--- config.mk ---
export PLATFORM = sky130hd
export DESIGN_NAME = muldiv_ctrl
export DESIGN_NICKNAME = d
export VERILOG_FILES = /design/src/rtl/muldiv_ctrl.sv
export SDC_FILE = /design/constraint.sdc
export NUM_CORES = 1
export LEC_CHECK = 0
export CAP_MARGIN = 5
export CELL_PAD_IN_SITES_DETAIL_PLACEMENT = 1
export CELL_PAD_IN_SITES_GLOBAL_PLACEMENT = 1
export CORE_MARGIN = 4
export CORE_UTILIZATION = 42
export DETAILED_ROUTE_END_ITERATION = 12
export PLACE_DENSITY_LB_ADDON = 0.1
export SLEW_MARGIN = 20
export SYNTH_ARGS = -nofsm -noshare
export SYNTH_HDL_FRONTEND = slang
export SYNTH_SLANG_ARGS = --single-unit
export TNS_END_PERCENT = 5
--- constraint.sdc ---
create_clock -name clk -period 4 [get_ports clk]
set_input_delay 0.8 -clock clk [delete_from_list [all_inputs] [get_ports clk]]
set_output_delay 0.8 -clock clk [all_outputs]
set_load 0.05 [all_outputs]
--- src/rtl/muldiv_ctrl.sv ---
// muldiv_ctrl: iterative mul/div sequencer for EX, owns HI/LO and MTHI/MTLO.
// Define MULDIV_FAST_MUL_EN to compute MUL with a single-cycle multiplier.
module muldiv_ctrl (
    input  logic        clk,
    input  logic        resetn,
    input  logic        start,
    input  logic [4:0]  func,
    input  logic        sign,
    input  logic [31:0] source_a,
    input  logic [31:0] source_b,
    input  logic        flush,
    input  logic        hi_write,
    input  logic        lo_write,
    input  logic [31:0] hi_write_data,
    input  logic [31:0] lo_write_data,
    output logic        busy,
    output logic        done,
    output logic [31:0] hi,
    output logic [31:0] lo
);
    localparam logic [4:0] FUNC_DIV = 5'd2;

    typedef enum logic [1:0] {IDLE, CALC, FIX} state_t;

    state_t      state;
    logic [4:0]  cnt;
    logic        is_div;
    logic        neg_q;
    logic        neg_r;
    logic [31:0] op_x;
    logic [63:0] acc;

    logic [31:0] abs_a;
    logic [31:0] abs_b;
    logic        accept;
    logic        commit;
    logic        start_div;
    logic [32:0] mul_sum;
    logic [32:0] rem_sh;
    logic        rem_ge;
    logic [31:0] rem_sub;
    logic [63:0] step;
    logic [63:0] raw_prod;
    logic [63:0] res;

    assign abs_a     = (sign & source_a[31]) ? -source_a : source_a;
    assign abs_b     = (sign & source_b[31]) ? -source_b : source_b;
    assign accept    = (state == IDLE) & start & ~flush;
    assign commit    = (state == FIX) & ~flush;
    assign start_div = (func == FUNC_DIV);

    // acc is {partial product, multiplier} for MUL, {remainder, quotient} for DIV
    assign mul_sum = {1'b0, acc[63:32]} + {1'b0, op_x};
    assign rem_sh  = acc[63:31];
    assign rem_ge  = rem_sh >= {1'b0, op_x};
    assign rem_sub = rem_sh[31:0] - op_x;

    always_comb begin
        step = '0;
        if (is_div) begin
            step = rem_ge ? {rem_sub, acc[30:0], 1'b1} : {acc[62:0], 1'b0};
        end else begin
            step = acc[0] ? {mul_sum, acc[31:1]} : {1'b0, acc[63:1]};
        end
    end

`ifdef MULDIV_FAST_MUL_EN
    assign raw_prod = {32'b0, op_x} * {32'b0, acc[31:0]};
`else
    assign raw_prod = acc;
`endif

    always_comb begin
        res = '0;
        if (is_div) begin
            res[31:0]  = neg_q ? -acc[31:0] : acc[31:0];
            res[63:32] = neg_r ? -acc[63:32] : acc[63:32];
        end else begin
            res = neg_q ? -raw_prod : raw_prod;
        end
    end

    assign busy = resetn & (accept | (state == CALC));
    assign done = commit;

    always_ff @(posedge clk or negedge resetn) begin
        if (!resetn) begin
            state  <= IDLE;
            cnt    <= '0;
            is_div <= 1'b0;
            neg_q  <= 1'b0;
            neg_r  <= 1'b0;
            op_x   <= '0;
            acc    <= '0;
        end else begin
            unique case (state)
                IDLE: begin
                    if (accept) begin
                        is_div <= start_div;
                        neg_q  <= sign & (source_a[31] ^ source_b[31]);
                        neg_r  <= sign & source_a[31];
                        op_x   <= start_div ? abs_b : abs_a;
                        acc    <= {32'b0, start_div ? abs_a : abs_b};
                        cnt    <= '0;
`ifdef MULDIV_FAST_MUL_EN
                        state  <= start_div ? CALC : FIX;
`else
                        state  <= CALC;
`endif
                    end
                end
                CALC: begin
                    acc <= step;
                    cnt <= cnt + 5'd1;
                    if (cnt == 5'd31) state <= FIX;
                end
                FIX:     state <= IDLE;
                default: state <= IDLE;
            endcase
            if (flush) state <= IDLE;
        end
    end

    // the FIX commit wins over an MTHI/MTLO on the same edge
    always_ff @(posedge clk or negedge resetn) begin
        if (!resetn) begin
            hi <= '0;
            lo <= '0;
        end else if (commit) begin
            hi <= res[63:32];
            lo <= res[31:0];
        end else begin
            if (hi_write) hi <= hi_write_data;
            if (lo_write) lo <= lo_write_data;
        end
    end

endmodule

# After elaboration in Yosys (flattened, before gate mapping)
# Index checks and enable logic that the tools add are counted.
# Widths: inputs -> output; s select.
[word_totals] out_inout_bits=66 inputBits=140 reg_bits=170 wordCells=65
[op_classes] n_eq_ne=7 bitwise=10 magnitude_cmp=1 add_sub_neg=8 n_reduce_logical=7 mux=23
[op_table] cell="$mux 64" count=6
[op_table] cell="$mux 32" count=10
[op_table] cell="$neg 32->32" count=4
[op_table] cell="$pmux 64 s2" count=1
[op_table] cell="$neg 64->64" count=1
[op_table] cell="$add 32x32->33" count=1
[op_table] cell="$ge 33x32->1" count=1
[op_table] cell="$sub 32x32->32" count=1
[op_table] cell="$pmux 5 s2" count=1
[op_table] cell="$and 1x1->1" count=7
[op_table] cell="$mux 2" count=3
[op_table] cell="$reduce_and 2->1" count=3
[op_table] cell="$reduce_bool 2->1" count=3
[op_table] cell="$add 5x1->5 const B" count=1
[op_table] cell="$eq 5x2->1 const B" count=1
[op_table] cell="$eq 5x5->1 const B" count=1
[op_table] cell="$mux 5" count=1
[op_table] cell="$pmux 2 s2" count=1
[op_table] cell="$ne 3x2->1 const B" count=1
[op_table] cell="$ne 3x3->1 const B" count=1
[op_table] cell="$eq 2x1->1 const B" count=1
[op_table] cell="$eq 2x2->1 const B" count=1
[op_table] cell="$logic_not 2->1" count=1
[op_table] cell="$ne 2x2->1 const B" count=1
[op_table] cell="3 further kinds" count=3

# Depth between registers and ports, before layout
# Gate-level depths: netlist of run 1.
[logic_depth] ltp_word=6 depth_mapped=14 ltp_nobuf=13

# Least setup slack after synthesis of run 1
# No wires, ideal clock.
[synth_path] kind="register to register" startpoint="register acc[11]" endpoint="register hi[23]" n_path_buf=1 t_required_ps=3836 t_arrival_ps=3353 slack_ps=484 stages_incl_launch_ff=11 setup_time_ps=164 period_less_slack_ps=3516 cell_sequence="dfrtp_1 or4_4 or4b_4 or4_1 buf_2 or3_4 or4_4 nor4_2 a211oi_1 xnor2_1 a21oi_1"
[synth_via] elab_chain_len=4
[synth_lines] item="start, declared" line_no="31" rtl="logic [63:0] acc;"
[synth_lines] item="start signal, assigned" line_no="103" rtl="acc <= {32'b0, start_div ? abs_a : abs_b};"
[synth_lines] item="start signal, assigned" line_no="113" rtl="acc <= step;"
[synth_lines] item="$neg 64->64" line_no="79" rtl="res = neg_q ? -raw_prod : raw_prod;"
[synth_lines] item="$mux 64" line_no="79"
[synth_lines] item="$mux 64" line_no="75" rtl="if (is_div) begin"
[synth_lines] item="$mux 32" line_no="129" rtl="end else if (commit) begin"
[synth_lines] item="end signal, assigned" line_no="130" rtl="hi <= res[63:32];"
[synth_lines] item="end signal, assigned" line_no="133" rtl="if (hi_write) hi <= hi_write_data;"
[synth_lines] item="end, declared" line_no="18" rtl="output logic [31:0] hi,"
# No other way between the ends.
# A chain may end at the register's enable or synchronous reset.

# Final worst setup path of run 1
[layout_path] startpoint="register acc[10]" endpoint="register hi[28]"
# The elaborated chain is that of the path after synthesis.

==> results of run 1 <==
==> how the worst min path moves through the flow <==
stage | from | to | slack [ps] | depth (start not counted)
global placement | cnt[4] | cnt[4] | 490 | 2
detailed placement | cnt[4] | cnt[4] | 510 | 2
CTS | resetn | lo[9] | 220 | 1
finish | resetn | lo[9] | 230 | 1
global route | resetn | lo[9] | 230 | 1
floorplan | cnt[2] | cnt[2] | 460 | 1
==> power groups by stage <==
stage                     logic (mW)  registers [mW]  clock network [mW]
after floorplan                 4.83            2.78                   0
after global placement          7.51            2.77                   0
after detailed placement        7.67            2.78                   0
after CTS                       7.71            2.75                1.77
after global routing            8.50            2.82                1.84
final                           7.91            2.78                1.75
==> state kept, by name, indices dropped and copies added (netlist names) <==
| name | count |
|---|---|
| acc | 64 |
| cnt | 5 |
| hi | 32 |
| is_div | 1 |
| lo | 32 |
| neg_q | 1 |
| neg_r | 1 |
| op_x | 32 |
| state | 2 |
==> metrics by stage <==
stage,worst slack [ps],instances
global route,17.66,2647
CTS,78.53,2647
detailed placement,17.04,2615
finish,189.5,2648
floorplan,483.7,2013
global placement,202.5,2615
==> cell type report <==
class	instances	area, um^2	share of cell area [%]
multi-input cells	1636	10480	55.77
flip-flops and latches	170	4258	22.66
repair buffers	274	2619	13.94
well taps	468	585.6	3.116
clock buffers	19	442.9	2.357
inverters	67	251.5	1.338
clock inverters	13	151.4	0.8057
diodes	1	2.502	0.01332
==> kinds of logic (layout without fill, tap and decap cells) <==
logic type,Yosys count,after routing,share of synthesized area (%)
AO/OA/AOI/OAI,655,655,26.41
XOR/XNOR,172,172,9.728
adder cells (fa/ha/maj),72,72,5.915
buffers and inverters,207,373,5.058
flip-flops,170,170,27.47
multiplexers,84,84,5.438
other,0,1,0
AND/OR/NAND/NOR,653,653,19.97
==> cells in the final DEF, fill, tap and decap left out, types with 54 or more instances in the layout <==
master / instances
nand2_1: 242
clkdlybuf4s50_1: 200
o21ai_0: 176
a21oi_1: 169
dfrtp_1: 169
nor2_1: 152
xnor2_1: 118
mux2i_1: 83
ha_1: 70
inv_1: 67
a211oi_1: 66
buf_4: 66
xor2_1: 54
==> routing by layer <==
metal,part of all wire [%],vias to the layer above
li1,-,7591
met1,47,7961
met2,43,563
met3,6.4,89
met4,3.1,0
met5,0,-
==> results.toml, run 1 <==
[cts]
clockRootBuffer = "clkbuf_16"
numClockSinks = 170
cts-htree-levels = 4
holdBufCountCts = 0
clock_latency_ps = 460
ctsLongestPathBuffers = 2
cts_resized = 0
post_cts.repair.setup_buffers = 0
cts_tree = "built"
path_clk_slew_ps = 80
cts_buffers = 17

[worst_setup_path]
crit_buf_inv = 0
rr_worst_depth = 9
endpoint_kind = "flip-flop"
crit_required_ps = 4320
r2r_start = "acc[10]"
arrival_ps = 4130
setup.worst_path.start = "acc[10]"
critPathMaxFanout = 8
critPathCapture = "hi[28]"
reg2reg_to = "hi[28]"
worstPathCellList = "or4_4 -> or4b_4 -> or4_1 -> nand2b_1 -> or4_1 -> nand2_2 -> o21ai_0 -> xnor2_1 -> a21oi_1"
critPathTopFamily = "simple AND/OR/NAND/NOR gates"
start_kind = "flip-flop"
crit_type = "reg -> reg"
worst-path-stages = 9
critPathMaxStageDelay_ps = 630
reg2reg_slack_ps = 190
slowest_stage = "or4_1"
cpMostUsedCell = "or4_1"

[routing]
drcViolationCount = 0
antenna_left = 0
vias_per_cell = 6.119
drt_iter0_markers = 1444
vias = 16200
firstDrtPassIters = 6
wl_um = 63390
drt-wirelength-per-cell_um = 23.94

[logic_synthesis]
synth_area_um2 = 15480
avgSynthCellArea_um2 = 7.692
synth_warnings = 0
synth_area_leader_cell = "dfrtp_1"
async_reset_ff_share_pct = 100.0
synth_cells = 2013
synth_edf_count = 0
ys_seq_area_share_pct = 27.47
ys_seq_elements = 170
synth_fp_nets = 2225
ys_types = 71
yosys-top-cells-count = "nand2_1 (243), o21ai_0 (176), dfrtp_1 (170)"
synth_top_area_share_pct = 27.47
synth_area_leaders = "dfrtp_1 (27%), xnor2_1 (6.7%), nand2_1 (5.9%)"
synth-main-ff-cell = "dfrtp_1"
yosysMostFrequentCell = "nand2_1"

[pwr]
swShare_pct = 51.86
peakVddDrop_v = 0.0003973
power.leakage_nw = 7.597
p_switching_mw = 6.454
clkPwrFrac_pct = 14.0
sequentialPowerShare_pct = 22.4
p_total_mw = 12.45
p_int_mw = 5.991
powerDensity_nw_per_um2 = 662.3
combPwrFrac_pct = 63.6

[global_route]
busiest_layer = "met2"
grt_max_degree = 140
grt_pass1_wl_um = 97050
antenna_found_initial = 0
use_met1_pct = 45.81
overflow = 0
track_usage_pct = 31.12
grt_util_met3_pct = 4.700
met2_usage_pct = 47.38
grt_pass1_vias = 16230

[timing]
slew_headroom_pct = 33.00
finalCritPeriodShare_pct = 95.26
setup_viol = 0
worst_clock_skew_ps = 13.22
worstMarginPinSlew_ps = 1005
rsz0062_at_grt = "no"
post-route-min-period_ps = 3810
max_freq_mhz = 262.4
tns_ps = 0
slew_viol_final = 0
whs_ps = 226.0
finalHoldViolCount = 0

[placed_design]
hpwl_um = 49630
globalplace.congestion = 1.065
dpl_cell_area_um2 = 18190
port_buffers = 205

[final_layout]
area_growth_pct = 21.35
postLayoutCoreUtil_pct = 51.45
fin_area_um2 = 18790
drive_gt1_share_pct = 6.425
num-nets-final = 2378
n_fill_cell = 4528

[die]
die_area_um2 = 40000
initial_utilization_pct = 42.40
io_pins = 206
rows = 70
core-area_um2 = 36520
die_y_um = 200.0
dieWidth_um = 200.0

[status]
status = "complete, no violations"

[job]
max-cap-violations = 0

[hold_path]
hp-class = "in -> async"
(Power assumes the default switching activity.)
==> run 2, diff against run 1 <==
--- a/config.mk
+++ b/config.mk
@@ -12,6 +12,7 @@
 export CORE_UTILIZATION = 42
 export DETAILED_ROUTE_END_ITERATION = 12
 export PLACE_DENSITY_LB_ADDON = 0.1
+export SKIP_LAST_GASP = 1
 export SLEW_MARGIN = 20
 export SYNTH_ARGS = -nofsm -noshare
 export SYNTH_HDL_FRONTEND = slang
==> results of run 2 <==
Final layout, timing and power as in run 1 (identical DEF).
==> run 3, diff against run 2 <==
--- a/config.mk
+++ b/config.mk
@@ -11,9 +11,8 @@
 export CORE_MARGIN = 4
 export CORE_UTILIZATION = 42
 export DETAILED_ROUTE_END_ITERATION = 12
-export PLACE_DENSITY_LB_ADDON = 0.1
+export PLACE_DENSITY_LB_ADDON = 0.12
 export SKIP_LAST_GASP = 1
-export SLEW_MARGIN = 20
 export SYNTH_ARGS = -nofsm -noshare
 export SYNTH_HDL_FRONTEND = slang
 export SYNTH_SLANG_ARGS = --single-unit
==> results.toml, run 3 (synthesized netlist as in run 1, its figures left out) <==
[timing]
slew_viol_final = 0
tns_ps = 0
finalHoldViolCount = 0
setup_viol = 0
rsz0062_at_grt = "no"
layout_setup_ws_ps = 215.2
finalCritPeriodShare_pct = 94.62
worst_clock_skew_ps = 14.01
worstMarginPinSlew_ps = 988.3
post-route-min-period_ps = 3785
max_freq_mhz = 264.2
slew_headroom_pct = 34.12

[final_layout]
largest_register = "acc"
num-nets-final = 2386
layout_commonest_cell = "nand2_1"
area_growth_pct = 21.62
final_cell_mix = "nand2_1 (242), clkdlybuf4s50_1 (200), o21ai_0 (176), a21oi_1 (169), dfrtp_1 (169)"
drive_gt1_share_pct = 6.859
diodes = 0
largest_reg_flops = 64

[pwr]
swShare_pct = 52.13
peakVddDrop_v = 0.0004791
p_switching_mw = 6.450
powerDensity_nw_per_um2 = 656.9
sequentialPowerShare_pct = 22.5
clkPwrFrac_pct = 13.5
power.leakage_nw = 7.619
combPwrFrac_pct = 64.0
p_int_mw = 5.922

[worst_setup_path]
r2r_start = "acc[11]"
critPathTopFamily = "simple AND/OR/NAND/NOR gates"
critPathMaxStageDelay_ps = 620
crit_type = "reg -> reg"
worstPathCellList = "or4_4 -> or4b_4 -> or4_1 -> or3_4 -> or4_4 -> nor4_2 -> a211oi_1 -> xnor2_1 -> a21oi_1"
critPathMaxFanout = 5
slowest_stage = "or4_1"
endpoint_kind = "flip-flop"
arrival_ps = 4110
crit_buf_inv = 0
cpMostUsedCell = "or4_4"
crit_required_ps = 4320
start_kind = "flip-flop"
setup.worst_path.start = "acc[11]"

[die]
dieWidth_um = 200.0
io_pins = 206
initial_utilization_pct = 42.40
core-area_um2 = 36520
die_area_um2 = 40000
die_y_um = 200.0
rows = 70

[cts]
path_clk_slew_ps = 80
holdBufCountCts = 0
ctsLongestPathBuffers = 2
clock_latency_ps = 460
cts_buffers = 17
clockRootBuffer = "clkbuf_16"
numClockSinks = 170
cts_tree = "built"
cts-htree-levels = 4

[global_route]
grt_pass1_wl_um = 96250
busiest_layer = "met1"
grt_max_degree = 142
grt_pass1_vias = 15820
use_met1_pct = 46.55
grt_util_met3_pct = 5.740
antenna_found_initial = 0
overflow = 0
met2_usage_pct = 46.54
track_usage_pct = 31.19

[hold_path]
hp-class = "in -> async"

[placed_design]
globalplace.congestion = 0.9846
port_buffers = 205
pre_cts_slack_ps = 18.42
hpwl_um = 50120

[routing]
drcViolationCount = 0
antenna_left = 0
vias = 16160
drt_iter0_markers = 1374
drt-wirelength-per-cell_um = 24.04
wl_um = 63820
firstDrtPassIters = 5
vias_per_cell = 6.088

[job]
max-cap-violations = 0

[status]
status = "complete, no violations"
[run 3: layout make-up]
cell class / instances / area, um^2
clock buffer: 18 / 439.2
clock inverter: 14 / 136.4
fill: 4488 / 17690
inverter: 67 / 251.5
multi-input combinational: 1636 / 10480
sequential: 170 / 4258
tap: 468 / 585.6
timing repair buffer: 282 / 2679
[run 3: final timing paths]
kind                       slack (ps)  depth (start not counted)     end
min                               230                          1  lo[31]
min reg2reg                       520                          1  cnt[2]
min in group clk                  520                          1  cnt[2]
max in group asynchronous        2560                          2  is_div
max                               220                          9  hi[23]
max reg2reg                       220                          9  hi[23]
[run 3: per-stage QoR]
stage	util, %	cells	hold slack, ps	total power, mW	cell area [um^2]
5_1_grt	51.57	2655	236.7	13.14	18830
3_5_place_dp	49.97	2623	515.5	10.46	18250
3_3_place_gp	49.97	2623	491.8	10.31	18250
4_1_cts	51.55	2655	225.4	12.18	18830
2_1_floorplan	-	2013	463.7	7.604	15480
6_report	51.57	2655	225.7	12.37	18830
[run 3: power by group through the flow]
stage	registers, mW	logic (mW)	clock network [mW]
6_report	2.78	7.92	1.67
3_5_place_dp	2.78	7.69	0
4_1_cts	2.75	7.73	1.70
3_3_place_gp	2.76	7.55	0
5_1_grt	2.81	8.55	1.78
2_1_floorplan	2.78	4.83	0
[run 3: layer usage]
metal | vias up | part of all wire [%]
met5 | - | 0
met4 | 0 | 2.7
met3 | 69 | 7.3
met2 | 546 | 43
met1 | 7935 | 47
li1 | 7613 | -
[run 3: timing repair]
| action | CTS | global route |
|---|---|---|
| gates resized for setup | 0 | 2 |
| endpoints found under the setup margin | 0 | 6 |
| buffers inserted | 0 | 0 |
